--- config.mk ---
export PLATFORM = sky130hd
export DESIGN_NAME = mem_arbiter
export DESIGN_NICKNAME = d
export VERILOG_FILES = /design/src/rtl/mem_func.sv /design/src/rtl/mem_arb_pick.sv /design/src/rtl/mem_arbiter.sv
export SDC_FILE = /design/constraint.sdc
export NUM_CORES = 1
export LEC_CHECK = 0
export ABC_AREA = 1
export BUFFER_PORTS_ARGS = -buffer_cell sky130_fd_sc_hd__buf_4
export CORE_ASPECT_RATIO = 1.5
export CORE_MARGIN = 4
export CORE_UTILIZATION = 48
export CTS_BUF_LIST = sky130_fd_sc_hd__clkbuf_4 sky130_fd_sc_hd__clkbuf_8 sky130_fd_sc_hd__clkbuf_16
export CTS_CLUSTER_SIZE = 24
export DETAILED_ROUTE_END_ITERATION = 8
export PLACE_DENSITY = 0.81
export SLEW_MARGIN = 20
export SYNTH_ARGS = -nofsm -noshare
export SYNTH_HDL_FRONTEND = slang
export SYNTH_SLANG_ARGS = --single-unit
export TNS_END_PERCENT = 20
--- constraint.sdc ---
create_clock -name clock -period 4.55 [get_ports clock]
set_clock_uncertainty 0.15 [all_clocks]
set_input_delay 1.1375 -clock clock [delete_from_list [all_inputs] [get_ports clock]]
set_output_delay 1.1375 -clock clock [all_outputs]
set_load 0.03 [all_outputs]
--- src/rtl/mem_func.sv ---
// Shared memory-access definitions: store/load function codes, access size helper,
// arbiter FSM state encoding and requester port IDs.
package mem_func;

  localparam logic [1:0] SB = 2'd0;
  localparam logic [1:0] SH = 2'd1;
  localparam logic [1:0] SW = 2'd2;

  localparam logic [2:0] LB  = 3'd0;
  localparam logic [2:0] LH  = 3'd1;
  localparam logic [2:0] LW  = 3'd2;
  localparam logic [2:0] LBU = 3'd4;
  localparam logic [2:0] LHU = 3'd5;

  typedef enum logic [1:0] {
    IDLE   = 2'd0,
    ACCESS = 2'd1,
    RESP   = 2'd2
  } state_t;

  localparam logic PORT_IF = 1'b0;
  localparam logic PORT_LS = 1'b1;

  // Access size in bytes; 0 marks an unknown function code.
  function automatic logic [2:0] size_of(input logic we, input logic [1:0] func_in,
                                         input logic [2:0] func_out);
    logic [2:0] size;
    size = 3'd0;
    if (we) begin
      case (func_in)
        SB:      size = 3'd1;
        SH:      size = 3'd2;
        SW:      size = 3'd4;
        default: size = 3'd0;
      endcase
    end else begin
      case (func_out)
        LB, LBU: size = 3'd1;
        LH, LHU: size = 3'd2;
        LW:      size = 3'd4;
        default: size = 3'd0;
      endcase
    end
    return size;
  endfunction

endpackage

--- src/rtl/mem_arb_pick.sv ---
// Combinational winner selection between fetch and load/store requests.
// MEM_ARB_ROUND_ROBIN_EN selects round-robin; otherwise LS has fixed priority.
module mem_arb_pick
  import mem_func::*;
(
  input  logic if_req,
  input  logic ls_req,
  input  logic last_grant,
  output logic winner
);

`ifdef MEM_ARB_ROUND_ROBIN_EN
  always_comb begin
    if (if_req && ls_req) begin
      winner = ~last_grant;
    end else if (ls_req) begin
      winner = PORT_LS;
    end else begin
      winner = PORT_IF;
    end
  end
`else
  logic unused_pick;
  assign unused_pick = last_grant ^ if_req;
  assign winner      = ls_req ? PORT_LS : PORT_IF;
`endif

endmodule

--- src/rtl/mem_arbiter.sv ---
// Shares one data memory between fetch and load/store ports, one access per 3 cycles.
// Arbitration mode set by MEM_ARB_ROUND_ROBIN_EN (defined: round-robin, else LS priority).
module mem_arbiter
  import mem_func::*;
#(
  parameter int MEM_BYTES = 1024
) (
  input  logic        clock,
  input  logic        reset,
  input  logic        if_req,
  input  logic [31:0] if_addr,
  output logic        if_ack,
  output logic        if_err,
  output logic [31:0] if_rdata,
  input  logic        ls_req,
  input  logic        ls_we,
  input  logic [1:0]  ls_func_in,
  input  logic [2:0]  ls_func_out,
  input  logic [31:0] ls_addr,
  input  logic [31:0] ls_wdata,
  output logic        ls_ack,
  output logic        ls_err,
  output logic [31:0] ls_rdata,
  output logic        mem_we,
  output logic [1:0]  mem_func_in,
  output logic [2:0]  mem_func_out,
  output logic [31:0] mem_address,
  output logic [31:0] mem_data_in,
  input  logic [31:0] mem_data_out,
  output logic        busy
);

  state_t      state_reg, state_next;
  logic        grant;
  logic        winner;
  logic        last_grant;
  logic        cmd_port_reg, cmd_we_reg, cmd_err_reg;
  logic [1:0]  cmd_func_in_reg;
  logic [2:0]  cmd_func_out_reg;
  logic [31:0] cmd_addr_reg, cmd_wdata_reg, rdata_reg;
  logic        req_we, req_err;
  logic [1:0]  req_func_in;
  logic [2:0]  req_func_out, req_size;
  logic [31:0] req_addr, req_wdata, resp_rdata;
  logic [32:0] req_end;

  mem_arb_pick u_pick (
    .if_req    (if_req),
    .ls_req    (ls_req),
    .last_grant(last_grant),
    .winner    (winner)
  );

`ifdef MEM_ARB_ROUND_ROBIN_EN
  logic last_grant_reg;
  always_ff @(posedge clock or posedge reset) begin
    if (reset) begin
      last_grant_reg <= PORT_IF;
    end else if (grant) begin
      last_grant_reg <= winner;
    end
  end
  assign last_grant = last_grant_reg;
`else
  assign last_grant = PORT_IF;
`endif

  // Winner's payload and error check; the end address uses 33 bits so wrap-around is caught.
  always_comb begin
    if (winner == PORT_LS) begin
      req_we       = ls_we;
      req_func_in  = ls_func_in;
      req_func_out = ls_func_out;
      req_addr     = ls_addr;
      req_wdata    = ls_wdata;
    end else begin
      req_we       = 1'b0;
      req_func_in  = SB;
      req_func_out = LW;
      req_addr     = if_addr;
      req_wdata    = '0;
    end
    req_size = size_of(req_we, req_func_in, req_func_out);
    req_end  = {1'b0, req_addr} + {30'd0, req_size};
    req_err  = (req_size == 3'd0)
            || ((req_size == 3'd2) && req_addr[0])
            || ((req_size == 3'd4) && (req_addr[1:0] != 2'b00))
            || (req_end > 33'(MEM_BYTES));
  end

  always_ff @(posedge clock or posedge reset) begin
    if (reset) begin
      state_reg        <= IDLE;
      cmd_port_reg     <= PORT_IF;
      cmd_we_reg       <= 1'b0;
      cmd_err_reg      <= 1'b0;
      cmd_func_in_reg  <= '0;
      cmd_func_out_reg <= '0;
      cmd_addr_reg     <= '0;
      cmd_wdata_reg    <= '0;
      rdata_reg        <= '0;
    end else begin
      state_reg <= state_next;
      if (grant) begin
        cmd_port_reg     <= winner;
        cmd_we_reg       <= req_we;
        cmd_err_reg      <= req_err;
        cmd_func_in_reg  <= req_func_in;
        cmd_func_out_reg <= req_func_out;
        cmd_addr_reg     <= req_addr;
        cmd_wdata_reg    <= req_wdata;
      end
      if (state_reg == ACCESS) begin
        rdata_reg <= mem_data_out;
      end
    end
  end

  assign resp_rdata = (cmd_we_reg || cmd_err_reg) ? 32'd0 : rdata_reg;

  always_comb begin
    state_next = state_reg;
    grant      = 1'b0;
    mem_we     = 1'b0;
    if_ack     = 1'b0;
    if_err     = 1'b0;
    if_rdata   = '0;
    ls_ack     = 1'b0;
    ls_err     = 1'b0;
    ls_rdata   = '0;
    case (state_reg)
      IDLE: begin
        if (if_req || ls_req) begin
          grant      = 1'b1;
          state_next = ACCESS;
        end
      end
      ACCESS: begin
        mem_we     = cmd_we_reg & ~cmd_err_reg;
        state_next = RESP;
      end
      RESP: begin
        if (cmd_port_reg == PORT_LS) begin
          ls_ack   = 1'b1;
          ls_err   = cmd_err_reg;
          ls_rdata = resp_rdata;
        end else begin
          if_ack   = 1'b1;
          if_err   = cmd_err_reg;
          if_rdata = resp_rdata;
        end
        state_next = IDLE;
      end
      default: state_next = IDLE;
    endcase
  end

  assign busy         = (state_reg != IDLE);
  assign mem_func_in  = cmd_func_in_reg;
  assign mem_func_out = cmd_func_out_reg;
  assign mem_address  = cmd_addr_reg;
  assign mem_data_in  = cmd_wdata_reg;

endmodule

==> summary.txt <==
Yosys
  – Synth async-reset ratio: 100%
  – Mapped Cells: 947
  – Top-count cell post-synth: nand2_1
  – Syn nets: 1090
  – YS warnings: 0
  – Average size of a mapped cell: 6.71 um2
  – EDFF count, synth: 0
  – Top post-synthesis cells by area: dfrtp_1, nand2_1, nor2_1
  – Share of the synthesized area in the top cell type: 41.7%
  – Register area share after synthesis: 41.7%
  – #FFs+latches synth: 106
  – Post-synth top cells: nand2_1, nor2_1, dfrtp_1
  – Predominant post-synthesis flop cell: dfrtp_1
  – Yosys cell types: 29
  – Post-synthesis cell area: 6360 um2
  – Top cell type by total area after synthesis: dfrtp_1

Pwr
  – Static Leak: 4.83 nW
  – Design Power: 4.94 mW
  – Net switching power: 2.24 mW
  – Sw Share: 45.4%
  – Worst vdd ir: 0.000344 V
  – Clock share of power: 16.9%
  – Int Pwr: 2.70 mW
  – Power share of the combinational group: 49.2%
  – Seq pwr share: 33.8%
  – Pwr dens: 559 nW/um2

Timing
  – Relative slew slack: 36.5%
  – Max Slew Vio Count: 0
  – Worst-Margin Slew: 0.951 ns
  – Setup TNS: 0 ns
  – WHS: 0.322 ns
  – RSZ-0062 raised after global routing: false
  – Final setup fails: 0
  – Max frequency: 293 MHz
  – Final hold violations: 0
  – Final worst-path cycle share: 75.1%
  – Fin crit period: 3.42 ns

Critical path
  – Required @ worst endpoint: 4.63 ns
  – Crit path buf inv count: 2
  – FF-to-FF setup slack: 2.73 ns
  – CP Cell Sequence: buf_4, nand2_1, inv_1, nand3_1, nand2_1, ha_1, fa_1, nand2_1, nand2_1, nand2_1, nor2_4, nand2_1, nor2_1, nand2_1, nand2_1, nand3_1, a21oi_1, nand2_1, nor2_1, nor2_1
  – Most frequent CP cell: nand2_1
  – Path type of the worst setup path: in -> reg
  – Critical R2R Launch: state_reg[1]$_DFFE_PP0P_
  – Reg-to-Reg End: mem_address[30]$_DFFE_PP0P_
  – Crit-path leading delay family: simple AND/OR/NAND/NOR gates
  – Crit Path Max Fanout: 19
  – Arr. time, crit path: 3.50 ns
  – Crit-path max cell delay: 0.27 ns
  – Reg2reg path depth: 4
  – Worst setup EP type: flop
  – CP Launch Type: input pin
  – CP max-delay cell: nor2_1

Floorplan
  – I/O Pins: 277
  – Core area: 13000 um2
  – Die width: 102 um
  – DIE AREA: 15200 um2
  – Num rows: 51
  – Initial Util: 49.1%
  – DIE HEIGHT: 149 um

Clock tree
  – Post-CTS Resized: 0
  – Root buffer selected by CTS: clkbuf_16
  – TritonCTS Buffers: 9
  – Clock transition at path regs: 0.07 ns
  – Number of setup buffers added after CTS: 0
  – Hold_buf cts: 0
  – Longest Clk Path Bufs: 2
  – Sink Count: 106
  – # H-tree levels: 3
  – Worst-Skew Late Latency: 0.34 ns
  – CTS tree: built

Routing
  – Routed via count: 6918
  – Initial DRC count: 310
  – Mean routed wirelength per cell: 15.9 um
  – Routed vias/inst: 5.05
  – WL final: 21800 um
  – DRC: 0
  – DR pass1 iterations: 5
  – Routed Antenna Nets: 0

Placed design
  – Input/output buffers: 276
  – Cell area after placement: 8530 um2
  – GP Congestion: 0.986
  – DP Wirelength: 17300 um

Final layout
  – Final Instance Area: 8850 um2
  – Final core occ: 68.3%
  – Diodes inserted: 0
  – Filler instances: 1186
  – Synthesis-to-layout area growth: 39.1%
  – Layout cell share with drive strength beyond 1: 28.6%
  – Nets: 1349

Global route
  – Vias in the first global route: 6678
  – Largest net degree at the start of global routing: 99
  – GRT Total Usage: 28.1%
  – Remaining Overflow, GRT: 0
  – First-pass GRT wire length: 33600 um
  – Initial antenna violation count: 0

Run status
  – Status: completed

Worst hold path
  – Worst Hold Launch: rdata_reg[19]$_DFFE_PP0P_
  – Hold EP: rdata_reg[19]$_DFFE_PP0P_
  – Hold depth: 2
  – Hold/Removal Path Class: reg -> reg

Run
  – Max_cap viols: 0
## metal layers
metal | vias to the layer above | share of wire (%) | global-route usage, %
li1 | 3436 | - | -
met1 | 3157 | 37 | 32.2
met2 | 274 | 54 | 51.5
met3 | 51 | 6.3 | 4.07
met4 | 0 | 3.4 | 10.8
met5 | - | 0 | 0
## power groups by stage
stage / Clock [mW] / Sequential, mW / Combinational (mW)
floorplan: 0 / 2.24 / 0.918
global placement: 0 / 1.66 / 2.41
detailed placement: 0 / 1.68 / 2.45
CTS: 0.845 / 1.67 / 2.46
global route: 0.877 / 1.73 / 2.63
finish: 0.836 / 1.67 / 2.43
## area by class of cell
| class | count | area (um2) | share of cell area (%) |
|---|---|---|---|
| clock buffer | 9 | 225 | 2.55 |
| clock inverter | 7 | 92.6 | 1.05 |
| inverter | 92 | 348 | 3.93 |
| multi-input combinational | 711 | 3180 | 36.0 |
| sequential | 106 | 2650 | 30.0 |
| tap | 159 | 199 | 2.25 |
| timing repair buffer | 286 | 2150 | 24.3 |
## worst max path at each step
stage	from	to	slack, ns	cells after the start
floorplan	reset	cmd_err_reg$_DFFE_PP0P_	0.47	1
global placement	ls_req	cmd_err_reg$_DFFE_PP0P_	0.86	20
detailed placement	ls_req	cmd_err_reg$_DFFE_PP0P_	0.82	20
CTS	ls_req	cmd_err_reg$_DFFE_PP0P_	1.17	20
global route	ls_req	cmd_err_reg$_DFFE_PP0P_	0.81	20
finish	ls_req	cmd_err_reg$_DFFE_PP0P_	1.13	20
## metrics by stage
step | setup WS (ns) | instances
after global placement | 0.856 | 1354
after detailed placement | 0.819 | 1354
after global routing | 0.814 | 1370
after CTS | 1.17 | 1370
final | 1.13 | 1370
after floorplan | 0.474 | 947
## layout by cell type, fill, tap and decap left out, drive strengths merged
cell and n:
nand2 422, buf 286, nor2 146, dfrtp 106, inv 93, o21ai 53, a22o 32, nand3 30
clkbuf 9, nand4 8, a21oi 5, clkinv 5, ha 4, xor2 3, nand3b 2, a31oi 2
o22ai 1, nor3 1, or2 1, fa 1, bufinv 1
## worst register-to-register path, stage by stage, from the launching register on
cell     delay (ns)
dfrtp_1        0.38
nor2_1         0.09
o21ai_4        0.06
buf_4          0.72
o21ai_0        0.26
## cells by family after synthesis
group           Yosys count  share of synthesized area [%]
compound gates           93                           9.51
fa+ha+maj                 5                           1.10
simple gates            610                           38.8
flops                   106                           41.7
buf+inv                 130                           8.46
xor+xnor                  3                          0.413
(Power assumes the default switching activity.)
